--- src/rtl/alu_ctrl_pkg.sv ---
// Shared definitions for the ALU issue controller: widths, opcodes and FSM encoding.
package alu_ctrl_pkg;

   localparam int DATA_W  = 13;
   localparam int INSTR_W = 16;
   localparam int REG_N   = 8;
   localparam int REG_AW  = 3;
   localparam int OP_W    = 3;
   localparam int IMM_W   = 7;

   typedef enum logic [OP_W-1:0] {
      OP_ADD  = 3'b000,
      OP_SUB  = 3'b001,
      OP_SLL  = 3'b010,
      OP_SRL  = 3'b011,
      OP_ADDI = 3'b100,
      OP_SUBI = 3'b101,
      OP_AND  = 3'b110,
      OP_OR   = 3'b111
   } op_e;

   typedef enum logic [2:0] {
      ST_IDLE  = 3'd0,
      ST_READ  = 3'd1,
      ST_ISSUE = 3'd2,
      ST_WAIT  = 3'd3,
      ST_WB    = 3'd4
   } state_e;

   // Register-register forms take operand B from rt; all others use the immediate.
   function automatic logic op_uses_rt(input logic [OP_W-1:0] op);
      logic uses;
      uses = 1'b0;
      case (op)
         OP_ADD, OP_SUB, OP_AND, OP_OR: uses = 1'b1;
         default:                       uses = 1'b0;
      endcase
      return uses;
   endfunction

endpackage

--- src/rtl/alu_regfile.sv ---
// Eight-entry register file: one write port, two operand read ports, one debug read port.
// Entry 0 is a constant zero, so writes addressed to it simply vanish.
module alu_regfile
   import alu_ctrl_pkg::*;
(
   input  logic              clk,
   input  logic              rst,
   input  logic              we_i,
   input  logic [REG_AW-1:0] waddr_i,
   input  logic [DATA_W-1:0] wdata_i,
   input  logic [REG_AW-1:0] raddr_a_i,
   output logic [DATA_W-1:0] rdata_a_o,
   input  logic [REG_AW-1:0] raddr_b_i,
   output logic [DATA_W-1:0] rdata_b_o,
   input  logic [REG_AW-1:0] dbg_addr_i,
   output logic [DATA_W-1:0] dbg_data_o
);

   logic [DATA_W-1:0] rf_w [REG_N];

   genvar gi;
   generate
      for (gi = 0; gi < REG_N; gi++) begin : g_reg
         if (gi == 0) begin : g_zero
            assign rf_w[gi] = '0;
         end else begin : g_store
            logic [DATA_W-1:0] reg_q;
            always_ff @(posedge clk) begin
               if (rst) begin
                  reg_q <= '0;
               end else if (we_i && (waddr_i == REG_AW'(gi))) begin
                  reg_q <= wdata_i;
               end
            end
            assign rf_w[gi] = reg_q;
         end
      end
   endgenerate

   assign rdata_a_o  = rf_w[raddr_a_i];
   assign rdata_b_o  = rf_w[raddr_b_i];
   assign dbg_data_o = rf_w[dbg_addr_i];

endmodule

--- src/rtl/alu_issue_ctrl.sv ---
// Issue controller: accepts one instruction, reads operands, strobes an external ALU,
// captures its result and writes it back. Five cycles per instruction, no overlap.
module alu_issue_ctrl
   import alu_ctrl_pkg::*;
(
   input  logic               clk,
   input  logic               rst,
   input  logic               instr_valid,
   output logic               instr_ready,
   input  logic [INSTR_W-1:0] instr,
   output logic [DATA_W-1:0]  alu_a,
   output logic [DATA_W-1:0]  alu_b,
   output logic [OP_W-1:0]    alu_sel,
   output logic               alu_start,
   input  logic [DATA_W-1:0]  alu_result,
   output logic               done,
   output logic [REG_AW-1:0]  wb_addr,
   output logic [DATA_W-1:0]  wb_data,
   input  logic [REG_AW-1:0]  dbg_addr,
   output logic [DATA_W-1:0]  dbg_data
);

   state_e             state_q;
   logic [INSTR_W-1:0] instr_q;
   logic [DATA_W-1:0]  alu_a_q;
   logic [DATA_W-1:0]  alu_b_q;
   logic [OP_W-1:0]    alu_sel_q;
   logic               alu_start_q;
   logic               done_q;
   logic [REG_AW-1:0]  wb_addr_q;
   logic [DATA_W-1:0]  wb_data_q;

   logic [OP_W-1:0]    op;
   logic [REG_AW-1:0]  rd;
   logic [REG_AW-1:0]  rs;
   logic [REG_AW-1:0]  rt;
   logic [IMM_W-1:0]   imm;
   logic [DATA_W-1:0]  rs_data;
   logic [DATA_W-1:0]  rt_data;
   logic [DATA_W-1:0]  alu_b_d;

   assign op  = instr_q[15:13];
   assign rd  = instr_q[12:10];
   assign rs  = instr_q[9:7];
   assign rt  = instr_q[6:4];
   assign imm = instr_q[6:0];

   assign alu_b_d = op_uses_rt(op) ? rt_data : {{(DATA_W-IMM_W){1'b0}}, imm};

   // Writeback happens on the WB->IDLE edge, so the next READ already sees it.
   alu_regfile u_regfile (
      .clk        (clk),
      .rst        (rst),
      .we_i       (state_q == ST_WB),
      .waddr_i    (wb_addr_q),
      .wdata_i    (wb_data_q),
      .raddr_a_i  (rs),
      .rdata_a_o  (rs_data),
      .raddr_b_i  (rt),
      .rdata_b_o  (rt_data),
      .dbg_addr_i (dbg_addr),
      .dbg_data_o (dbg_data)
   );

   always_ff @(posedge clk) begin
      if (rst) begin
         state_q     <= ST_IDLE;
         instr_q     <= '0;
         alu_a_q     <= '0;
         alu_b_q     <= '0;
         alu_sel_q   <= '0;
         alu_start_q <= 1'b0;
         done_q      <= 1'b0;
         wb_addr_q   <= '0;
         wb_data_q   <= '0;
      end else begin
         done_q <= 1'b0;
         case (state_q)
            ST_IDLE: begin
               if (instr_valid) begin
                  instr_q <= instr;
                  state_q <= ST_READ;
               end
            end
            ST_READ: begin
               alu_a_q   <= rs_data;
               alu_b_q   <= alu_b_d;
               alu_sel_q <= op;
               state_q   <= ST_ISSUE;
            end
            ST_ISSUE: begin
               alu_start_q <= ~alu_start_q;
               state_q     <= ST_WAIT;
            end
            ST_WAIT: begin
               wb_data_q <= alu_result;
               wb_addr_q <= rd;
               state_q   <= ST_WB;
            end
            ST_WB: begin
               done_q  <= 1'b1;
               state_q <= ST_IDLE;
            end
            default: state_q <= ST_IDLE;
         endcase
      end
   end

   assign instr_ready = (state_q == ST_IDLE);
   assign alu_a       = alu_a_q;
   assign alu_b       = alu_b_q;
   assign alu_sel     = alu_sel_q;
   assign alu_start   = alu_start_q;
   assign done        = done_q;
   assign wb_addr     = wb_addr_q;
   assign wb_data     = wb_data_q;

endmodule

--- config.mk ---
export PLATFORM = sky130hd
export DESIGN_NAME = alu_issue_ctrl
export DESIGN_NICKNAME = d
export VERILOG_FILES = /design/src/rtl/alu_ctrl_pkg.sv /design/src/rtl/alu_regfile.sv /design/src/rtl/alu_issue_ctrl.sv
export SDC_FILE = /design/constraint.sdc
export NUM_CORES = 1
export LEC_CHECK = 0
export CAP_MARGIN = 20
export CORE_ASPECT_RATIO = 0.9
export CORE_MARGIN = 5
export CORE_UTILIZATION = 44
export CTS_CLUSTER_SIZE = 28
export DETAILED_ROUTE_END_ITERATION = 6
export GPL_TIMING_DRIVEN = 0
export PLACE_DENSITY = 0.73
export SYNTH_ARGS = -nofsm -noshare
export SYNTH_HDL_FRONTEND = slang
export SYNTH_SLANG_ARGS = --single-unit
--- constraint.sdc ---
create_clock -name clk -period 2.2 [get_ports clk]
set_input_delay 0.44 -clock clk [delete_from_list [all_inputs] [get_ports clk]]
set_output_delay 0.44 -clock clk [all_outputs]
set_load 0.005 [all_outputs]
== Word level (Yosys, flattened, before mapping) ==
Cells that the tools add are included.
Storage, ports and cells
  bits in registers: 157
  input bits: 35
  logic and storage cells: 63
Operators by class
  magnitude comparators: 3
  eq/ne operators: 15
  mux-type cells: 14
  bitwise gates (word level): 4
  reductions and logical operators: 11
Operators with widths (count)
  binary-select mux 13 bit (select 3 bit): 3
  two-way mux 13 bit: 7
  equality test 3 bit, second input constant: 7
  equality test 3 x 2 -> 1 bit, second input constant: 4
  greater-or-equal comparator 4 bit, second input constant: 3
  inverter 3 -> 4 bit: 3
  one-hot mux 3 bit (4 select lines): 1
  equality test 3 x 1 -> 1 bit, second input constant: 3
  logical AND 1 bit: 7
  logical NOT 3 bit: 2
  OR reduction 4 bit: 1
  two-way mux 3 bit: 1
  two-way mux 1 bit: 2
  != test 2 bit, second input constant: 1
  AND reduction 2 bit: 1
  inverter 1 bit: 1

== Depth between registers and ports, before layout ==
Gate-level depths: netlist of run 1.
  depth in word-level cells: 5
  mapped depth: 7
  mapped depth without buffers: 4

== Cells and area by module ==
Synthesis of run 1 repeated with hierarchy kept, for this count alone.
Second synthesis, totals
  cell total of the unflattened synthesis: 940
  area, all modules: 7821.3 µm²
Modules (own cells, without submodules)
  alu_regfile: instances 1, cells each 643, area an instance 5381.4 µm², sequential area each 1821.7 µm²
  alu_issue_ctrl: instances 1, cells each 297, area an instance 2439.8 µm², sequential area each 1321.3 µm²

== Worst setup path before layout of run 1 ==
No wires, ideal clock.
  kind: in2out
  from: input port dbg_addr[0]
  to: output port dbg_data[0]
  arrival time: 1.608 ns
  required time: 1.760 ns
  path slack: 0.152 ns
  stages: 5
  buffers on the path: 2
  path through: buf_2 -> buf_2 -> mux2_2 -> a221oi_1 -> a21oi_1
Between the ends
  word-level cells in the longest chain between the ends: 4
Ends and longest elaborated chain
  start: declaration: RTL line alu_issue_ctrl.sv:19  | input logic [REG_AW-1:0] dbg_addr,
  inverter 3 -> 4 bit (implied by the code): RTL line alu_regfile.sv:42  | assign dbg_data_o = rf_w[dbg_addr_i];
  binary-select mux 13 bit (select 3 bit): RTL line alu_regfile.sv:42
  two-way mux 13 bit (implied by the code) (2 in a row): RTL line alu_regfile.sv:42
  end: declaration: RTL line alu_issue_ctrl.sv:20  | output logic [DATA_W-1:0] dbg_data
No other way between the ends. The select of a mux whose other input is x is not followed.

== Worst setup path in the final report of run 1 ==
  from: register u_regfile.g_reg[2].g_store.reg_q[1]
  to: output port dbg_data[1]
Between the ends
  word-level cells in the longest chain between the ends: 3
Ends and longest elaborated chain
  start: declaration: RTL line alu_regfile.sv:27  | logic [DATA_W-1:0] reg_q;
  start signal: assignment: RTL line alu_regfile.sv:32  | reg_q <= wdata_i;
  binary-select mux 13 bit (select 3 bit): RTL line alu_regfile.sv:42
  two-way mux 13 bit (implied by the code) (2 in a row): RTL line alu_regfile.sv:42
No other way between the ends. The select of a mux whose other input is x is not followed.

==> impl_results.md, run 1 <==
- Status: finished clean
- Critical path type: reg2out
- Post-route cell area: 9817 um2
- Worst Max-Slew Pin Slew: 0.8424 ns
- Max stage delay on crit path: 0.36 ns
- Worst Hold Class: reg2reg
- Core area: 17500 um2
- Nets: 962
- Antenna-violating nets left: 0
- TritonCTS clock tree: built
- HPWL after detailed placement: 17920 um
- Leak Pwr: 3.860 nW
- Drt total wl: 23490 um
- Synth Cell Area: 7791 um2
- Area of placed instances: 9002 um2
- Max Root-Sink Buffers: 2
- Max-slew violations: 0
- Max rail drop VDD: 0.5682 mV
- Crit-path cells: mux2_2 -> a221oi_1 -> a21oi_1 -> dlygate4sd2_1
- #FFs+latches synth: 157
- DP Worst Slack: -0.6625 ns
- Final Wtd Congestion: 0.9527
- Clock Tree Root: clkbuf_16
- Syn Inst Count: 816
- Crit path max-delay cell type: dfxtp_1
- EDFF count, synth: 0
- Area grow syn2layout: 26.00%
- Critical Path Source Type: flip-flop
- Max Fanout on Critical Path: 4
- First-pass GRT wire length: 37660 um
- Synth async-reset ratio: 0
- Tot GR Track Use: 0.2410
- Final min period: 2.151 ns
- Diode count: 0
- Site row count: 46
- Final hold vios: 0
- CTS H-tree lvls: 4
- Register area share after synthesis: 0.4034
- Pwr Density: 711.9 nW/um2
- Endpoints failing setup: 0
- CP Data Arrival Time: 1.71 ns
- Detailed-router iteration count before antenna repair: 5
- Synth Flop Type: dfxtp_1
- Routed WL per cell: 19.91 um
- CTS buffer count: 17
- IO Count: 96
- Unique masters post-synth: 43
- Die X: 150.3 um
- Commonest non-fill, non-tap cell in the layout: dfxtp_1
- # port buffers: 91
- Vias per cell: 5.643
- Starting DRC count in detailed routing: 762
- Initial Utilization: 0.4453
- Die height: 136.2 um
- YS warnings: 0
- Vias in the first global route: 6657
- DR WL met2: 10070 um
- Top Metal Used: met4
- Commonest non-fill, non-tap cells in the layout: dfxtp_1, nor2_1, mux2i_1
- Max cap viols: 0
- Residual DRC: 0
- Clock Pin Slew Worst Setup and Hold Paths: 0.06 ns
- Relative slew slack: 0.4384
- Worst-Skew Late Latency: 0.44 ns
- Largest net degree at the start of global routing: 17
- Via count: 6659
- M1 WL: 10210 um
- GRT overflow: 0
- Required time of the critical path: 1.76 ns
- Syn Area/Cell: 9.548 um2
- Worst setup EP type: primary output
- Clk_skew: 0.01077 ns
- Initial antenna violation count: 0
- Routed met3 length: 2738 um
- Fin Setup TNS: 0 ns
- Clock sinks: 157
- Final WS setup: 0.04918 ns
- Syn nets: 851
- Final Cycle Share: 0.9776
- Share of cells above drive strength 1: 0.1691
- Die area: 20470 um2
- Max Clk Rate: 464.9 MHz
## layout make-up
| class | instances | area [um2] |
|---|---|---|
| repair buffers | 92 | 920.9 |
| flip-flops and latches | 157 | 3162 |
| inverters | 15 | 56.30 |
| clock buffers | 19 | 452.9 |
| multi-input cells | 559 | 4283 |
| well taps | 240 | 300.3 |
| fillers | 1575 | 7680 |
| plain buffers | 85 | 455.4 |
| clock inverters | 13 | 186.4 |
## cells by family after synthesis
logic type,synth area share
AO/OA/AOI/OAI,0.1184
flip-flops,0.4034
XOR/XNOR,0.004497
multiplexers,0.2884
buffers and inverters,0.05717
AND/OR/NAND/NOR,0.1282
## per-stage QoR
step           total power, mW  cells  utilization  hold slack (ns)
6_report                 6.989   1180       0.5611           0.4548
4_1_cts                  7.016   1180       0.5586           0.4543
3_5_place_dp             3.830   1147       0.5145           0.4456
3_3_place_gp             3.822   1147       0.5145           0.4392
2_1_floorplan            3.488    816            -           0.4321
5_1_grt                  7.224   1180       0.5611           0.4699
## final timing paths
path	start	end	slack (ns)	cells after the start
worst min-delay path	alu_sel[2]$_SDFFE_PP0P_	alu_sel[2]$_SDFFE_PP0P_	0.45	2
worst max register to register	state_q[0]$_SDFFE_PP0P_	alu_a[11]$_SDFFE_PP0P_	0.20	6
worst min register to register	alu_sel[2]$_SDFFE_PP0P_	alu_sel[2]$_SDFFE_PP0P_	0.45	2
worst max-delay path	u_regfile.g_reg[2].g_store.reg_q[1]$_SDFFE_PP0P_	dbg_data[1]	0.05	4
## what timing repair did
item,in CTS,in global routing
buffers inserted,1,0
resized for setup,58,13
endpoints found under the setup margin,14,12
hold buffers,0,0
## sequential cells by signal (all words and copies together), names as in the netlist
register / cells
alu_a: 13
wb_data: 13
u_regfile.g.g_store.reg_q: 91
alu_b: 13
alu_start: 1
wb_addr: 3
done: 1
instr_q: 16
state_q: 3
alu_sel: 3
## per-layer routing
layer,GRT usage,vias up
met3,0.07167,41
met2,0.3544,365
li1,-,3138
met1,0.3388,3115
met4,0.07978,0
met5,0,-
## worst max-delay path: cells and delay by family, from the launching register on
family / cells / cell delay, ns
flops: 1 / 0.36
compound gates: 2 / 0.36
buf+inv: 1 / 0.29
mux: 1 / 0.28
## power by group
group / switching [mW] / internal, mW
Sequential: 0.0465 / 2.92
Combinational: 0.472 / 0.362
Clock: 1.23 / 1.96
Total: 1.75 / 5.24
## synth_stat cells, drive strengths merged, types with 17 or more instances
master,instances,area share
mux2i,112,0.14
a211oi,28,0.027
mux2,24,0.035
a221oi,17,0.019
nand2,90,0.043
mux4,38,0.11
nor2,114,0.056
dfxtp,157,0.40
a21oi,66,0.042
buf,32,0.024
clkbuf,53,0.026
Note: power is estimated with default switching activity, not from simulation.
==> run 2, diff against run 1 <==
--- a/config.mk
+++ b/config.mk
@@ -15,4 +15,5 @@
 export PLACE_DENSITY = 0.73
 export SYNTH_ARGS = -nofsm -noshare
 export SYNTH_HDL_FRONTEND = slang
+export SYNTH_HIERARCHICAL = 1
 export SYNTH_SLANG_ARGS = --single-unit
==> impl_results.md, run 2 <==
- CTS H-tree lvls: 4 (unchanged)
- Nets: 1086 (was 962)
- Largest net degree at the start of global routing: 17 (unchanged)
- Die area: 20550 um2 (was 20470 um2)
- Max Root-Sink Buffers: 2 (unchanged)
- EDFF count, synth: 0 (unchanged)
- Drt total wl: 26280 um (was 23490 um)
- Net Sw Frac: 0.2644 (was 0.2499)
- Antenna-violating nets left: 0 (unchanged)
- CP Data Arrival Time: 1.74 ns (was 1.71 ns)
- Max stage delay on crit path: 0.35 ns (was 0.36 ns)
- First-pass GRT wire length: 39540 um (was 37660 um)
- Status: finished clean (unchanged)
- #FFs+latches synth: 157 (unchanged)
- Die height: 136.5 um (was 136.2 um)
- Crit path max-delay cell type: dfxtp_1 (unchanged)
- Worst Hold Class: reg2reg (unchanged)
- Max Clk Rate: 459.0 MHz (was 464.9 MHz)
- Register area share after synthesis: 0.4019 (was 0.4034)
- YS warnings: 6 (was 0)
- Via count: 7566 (was 6659)
- Area share of the largest cell type after synthesis: 0.4019 (was 0.4034)
- Site row count: 46 (unchanged)
- Unique masters post-synth: 35 (was 43)
- Tot GR Track Use: 0.2545 (was 0.2410)
- Syn Area/Cell: 8.320 um2 (was 9.548 um2)
- Fin Setup TNS: 0 ns (unchanged)
- Crit path buffers/inverters: 1 (unchanged)
- Vias per cell: 5.807 (was 5.643)
- Detailed-router iteration count before antenna repair: 5 (unchanged)
- Final hold vios: 0 (unchanged)
- Leak Pwr: 3.381 nW (was 3.860 nW)
- Residual DRC: 0 (unchanged)
- Clock sinks: 157 (unchanged)
- Synth async-reset ratio: 0 (unchanged)
- Clock Power Share: 0.416 (was 0.457)
- Synth Flop Type: dfxtp_1 (unchanged)
- HPWL after detailed placement: 19630 um (was 17920 um)
- Worst Max-Slew Pin Slew: 0.7497 ns (was 0.8424 ns)
- Commonest non-fill, non-tap cell in the layout: nand2_1 (was dfxtp_1)
- Most used cell, CP: a221oi_4
- Critical path type: reg2out (unchanged)
- Share of cells above drive strength 1: 0.1345 (was 0.1691)
- Clk_skew: 0.008666 ns (was 0.01077 ns)
- Starting DRC count in detailed routing: 736 (was 762)
- Syn nets: 975 (was 851)
- Syn Inst Count: 940 (was 816)
- Clock Pin Slew Worst Setup and Hold Paths: 0.06 ns (about the same)
- Regs by FF count: u_regfile/g.g_store.reg_q x91, instr_q x16 (was u_regfile.g.g_store.reg_q x91, instr_q x16)
- R2r worst-path depth: 7 (was 6)
- Required time of the critical path: 1.76 ns (about the same)
- Ranking of synthesized cells by area: dfxtp_1, nand2_1, mux2i_1 (was dfxtp_1, mux2i_1, mux4_2)
- Sequential share of power: 0.449 (was 0.424)
- Worst-Skew Late Latency: 0.43 ns (was 0.44 ns)
- Combinational power share: 0.135 (was 0.119)
- Vias in the first global route: 6877 (was 6657)
- Final Cycle Share: 0.9903 (was 0.9776)
- Routed WL per cell: 20.17 um (was 19.91 um)
- Relative slew slack: 0.5002 (was 0.4384)
- Initial Utilization: 0.4455 (was 0.4453)
- Net Sw Power: 1.743 mW (was 1.746 mW)
- Top delay family on crit path: compound AO/OA/AOI/OAI gates (was flip-flops)
- Core area: 17550 um2 (was 17500 um2)
- Diode count: 0 (unchanged)
- Pint: 4.851 mW (was 5.242 mW)
- Post-route cell area: 9981 um2 (was 9817 um2)
- Max-slew violations: 0 (unchanged)
- Die X: 150.5 um (was 150.3 um)
- Final min period: 2.179 ns (was 2.151 ns)
- GRT overflow: 0 (unchanged)
- TritonCTS clock tree: built (unchanged)
- Area of placed instances: 9042 um2 (was 9002 um2)
- Hold depth: 2 (unchanged)
- # port buffers: 92 (was 91)
- Commonest cells in the netlist: nand2_1, dfxtp_1, a21oi_1, a221oi_1, mux2i_1 (was dfxtp_1, nor2_1, mux2i_1, nand2_1, a21oi_1)
- Dominant cell type by area after synthesis: dfxtp_1 (unchanged)
- Worst setup EP type: primary output (unchanged)
- Max FFs per register: 91 (unchanged)
- Synth Cell Area: 7821 um2 (was 7791 um2)
- Area grow syn2layout: 27.61% (was 26.00%)
- IO Count: 96 (unchanged)
- Commonest non-fill, non-tap cells in the layout: nand2_1, dfxtp_1, a21oi_1 (was dfxtp_1, nor2_1, mux2i_1)
- Critical Path Source Type: flip-flop (unchanged)
- Clock Tree Root: clkbuf_16 (unchanged)
- Endpoints failing setup: 0 (unchanged)
- Max Fanout on Critical Path: 4 (unchanged)
- WP depth: 4 (unchanged)
- Most frequent cell after synthesis: nand2_1 (was dfxtp_1)
- CTS buffer count: 17 (unchanged)
- Fillcell total: 1637 (was 1575)
- Post CTS Setup Buffer Count: 0 (was 1)
- Final Wtd Congestion: 1.028 (was 0.9527)
- Max cap viols: 0 (unchanged)
- Pwr Density: 660.7 nW/um2 (was 711.9 nW/um2)
- Max rail drop VDD: 0.4931 mV (was 0.5682 mV)
- Most flops, register: u_regfile/g.g_store.reg_q (was u_regfile.g.g_store.reg_q)
- Crit-path cells: mux2_2 -> a221oi_4 -> a221oi_4 -> dlygate4sd2_1 (was mux2_2 -> a221oi_1 -> a21oi_1 -> dlygate4sd2_1)
- Initial antenna violation count: 0 (unchanged)
[run 2: worst paths after layout]
kind / startpoint / to / slack (ns)
max: u_regfile/g_reg[1].g_store.reg_q[1]$_SDFFE_PP0P_ / dbg_data[1] / 0.02
min: alu_b[11]$_SDFFE_PP0P_ / alu_b[11]$_SDFFE_PP0P_ / 0.45
max reg2reg: instr_q[6]$_SDFFE_PP0P_ / alu_b[9]$_SDFFE_PP0P_ / 0.11
min reg2reg: alu_b[11]$_SDFFE_PP0P_ / alu_b[11]$_SDFFE_PP0P_ / 0.45
[run 2: worst register-to-register path: cells and delay by family, from the launching register on]
kind                   cells  cell delay (ns)
AOI/OAI and AO/OA          3             0.80
DFF                        1             0.36
and+or+nand+nor            2             0.39
buffers and inverters      2             0.48
[run 2: what timing repair did]
action	CTS	global route
hold buffers	0	0
pin swaps	5	10
gates resized for setup	77	36
gates cloned	0	0
endpoints found under the setup margin	43	27
[run 2: metal layers]
layer	routed length (um)	up-vias	share of wire	GRT usage
met3	2446	39	0.093	0.05500
met2	11470	372	0.44	0.3686
met4	646	0	0.025	0.08994
met1	11720	3576	0.45	0.3714
li1	-	3579	-	-
met5	0	-	0	0
[run 2: logic make-up (layout without fill, tap and decap cells)]
| group | count (synthesis) | count (layout) | synth area share |
|---|---|---|---|
| AO/OA/AOI/OAI | 230 | 230 | 0.1888 |
| XOR/XNOR | 4 | 4 | 0.004480 |
| buffers and inverters | 83 | 206 | 0.05663 |
| flip-flops | 157 | 157 | 0.4019 |
| multiplexers | 117 | 117 | 0.1560 |
| AND/OR/NAND/NOR | 349 | 349 | 0.1923 |
[run 2: power groups by stage]
stage               Sequential (mW)  Clock, mW  Combinational (mW)
finish                         2.96       2.74               0.890
CTS                            2.96       2.77               0.865
detailed placement             3.03          0               0.824
global placement               3.02          0               0.816
global route                   2.97       2.90               0.944
floorplan                      3.01          0               0.477
[run 2: metrics by stage]
stage	power [mW]	setup slack, ns	utilization	hold slack [ns]	cells
6_report	6.594	0.02123	0.5686	0.4481	1303
3_5_place_dp	3.849	-0.8118	0.5151	0.4451	1272
2_1_floorplan	3.486	0.3914	-	0.4321	940
5_1_grt	6.809	-0.0003701	0.5686	0.4657	1303
3_3_place_gp	3.839	-0.7783	0.5151	0.4381	1272
4_1_cts	6.594	-0.002687	0.5634	0.4534	1303
[run 2: layout make-up]
cell class                      count  area [um2]  area share
Multi-Input combinational cell    700        4572      0.4581
Sequential cell                   157        3159      0.3165
Timing Repair Buffer               92       904.6     0.09064
Buffer                             83       501.7     0.05027
Clock buffer                       20       446.7     0.04475
Tap cell                          240       300.3     0.03009
Clock inverter                     11       96.34    0.009653
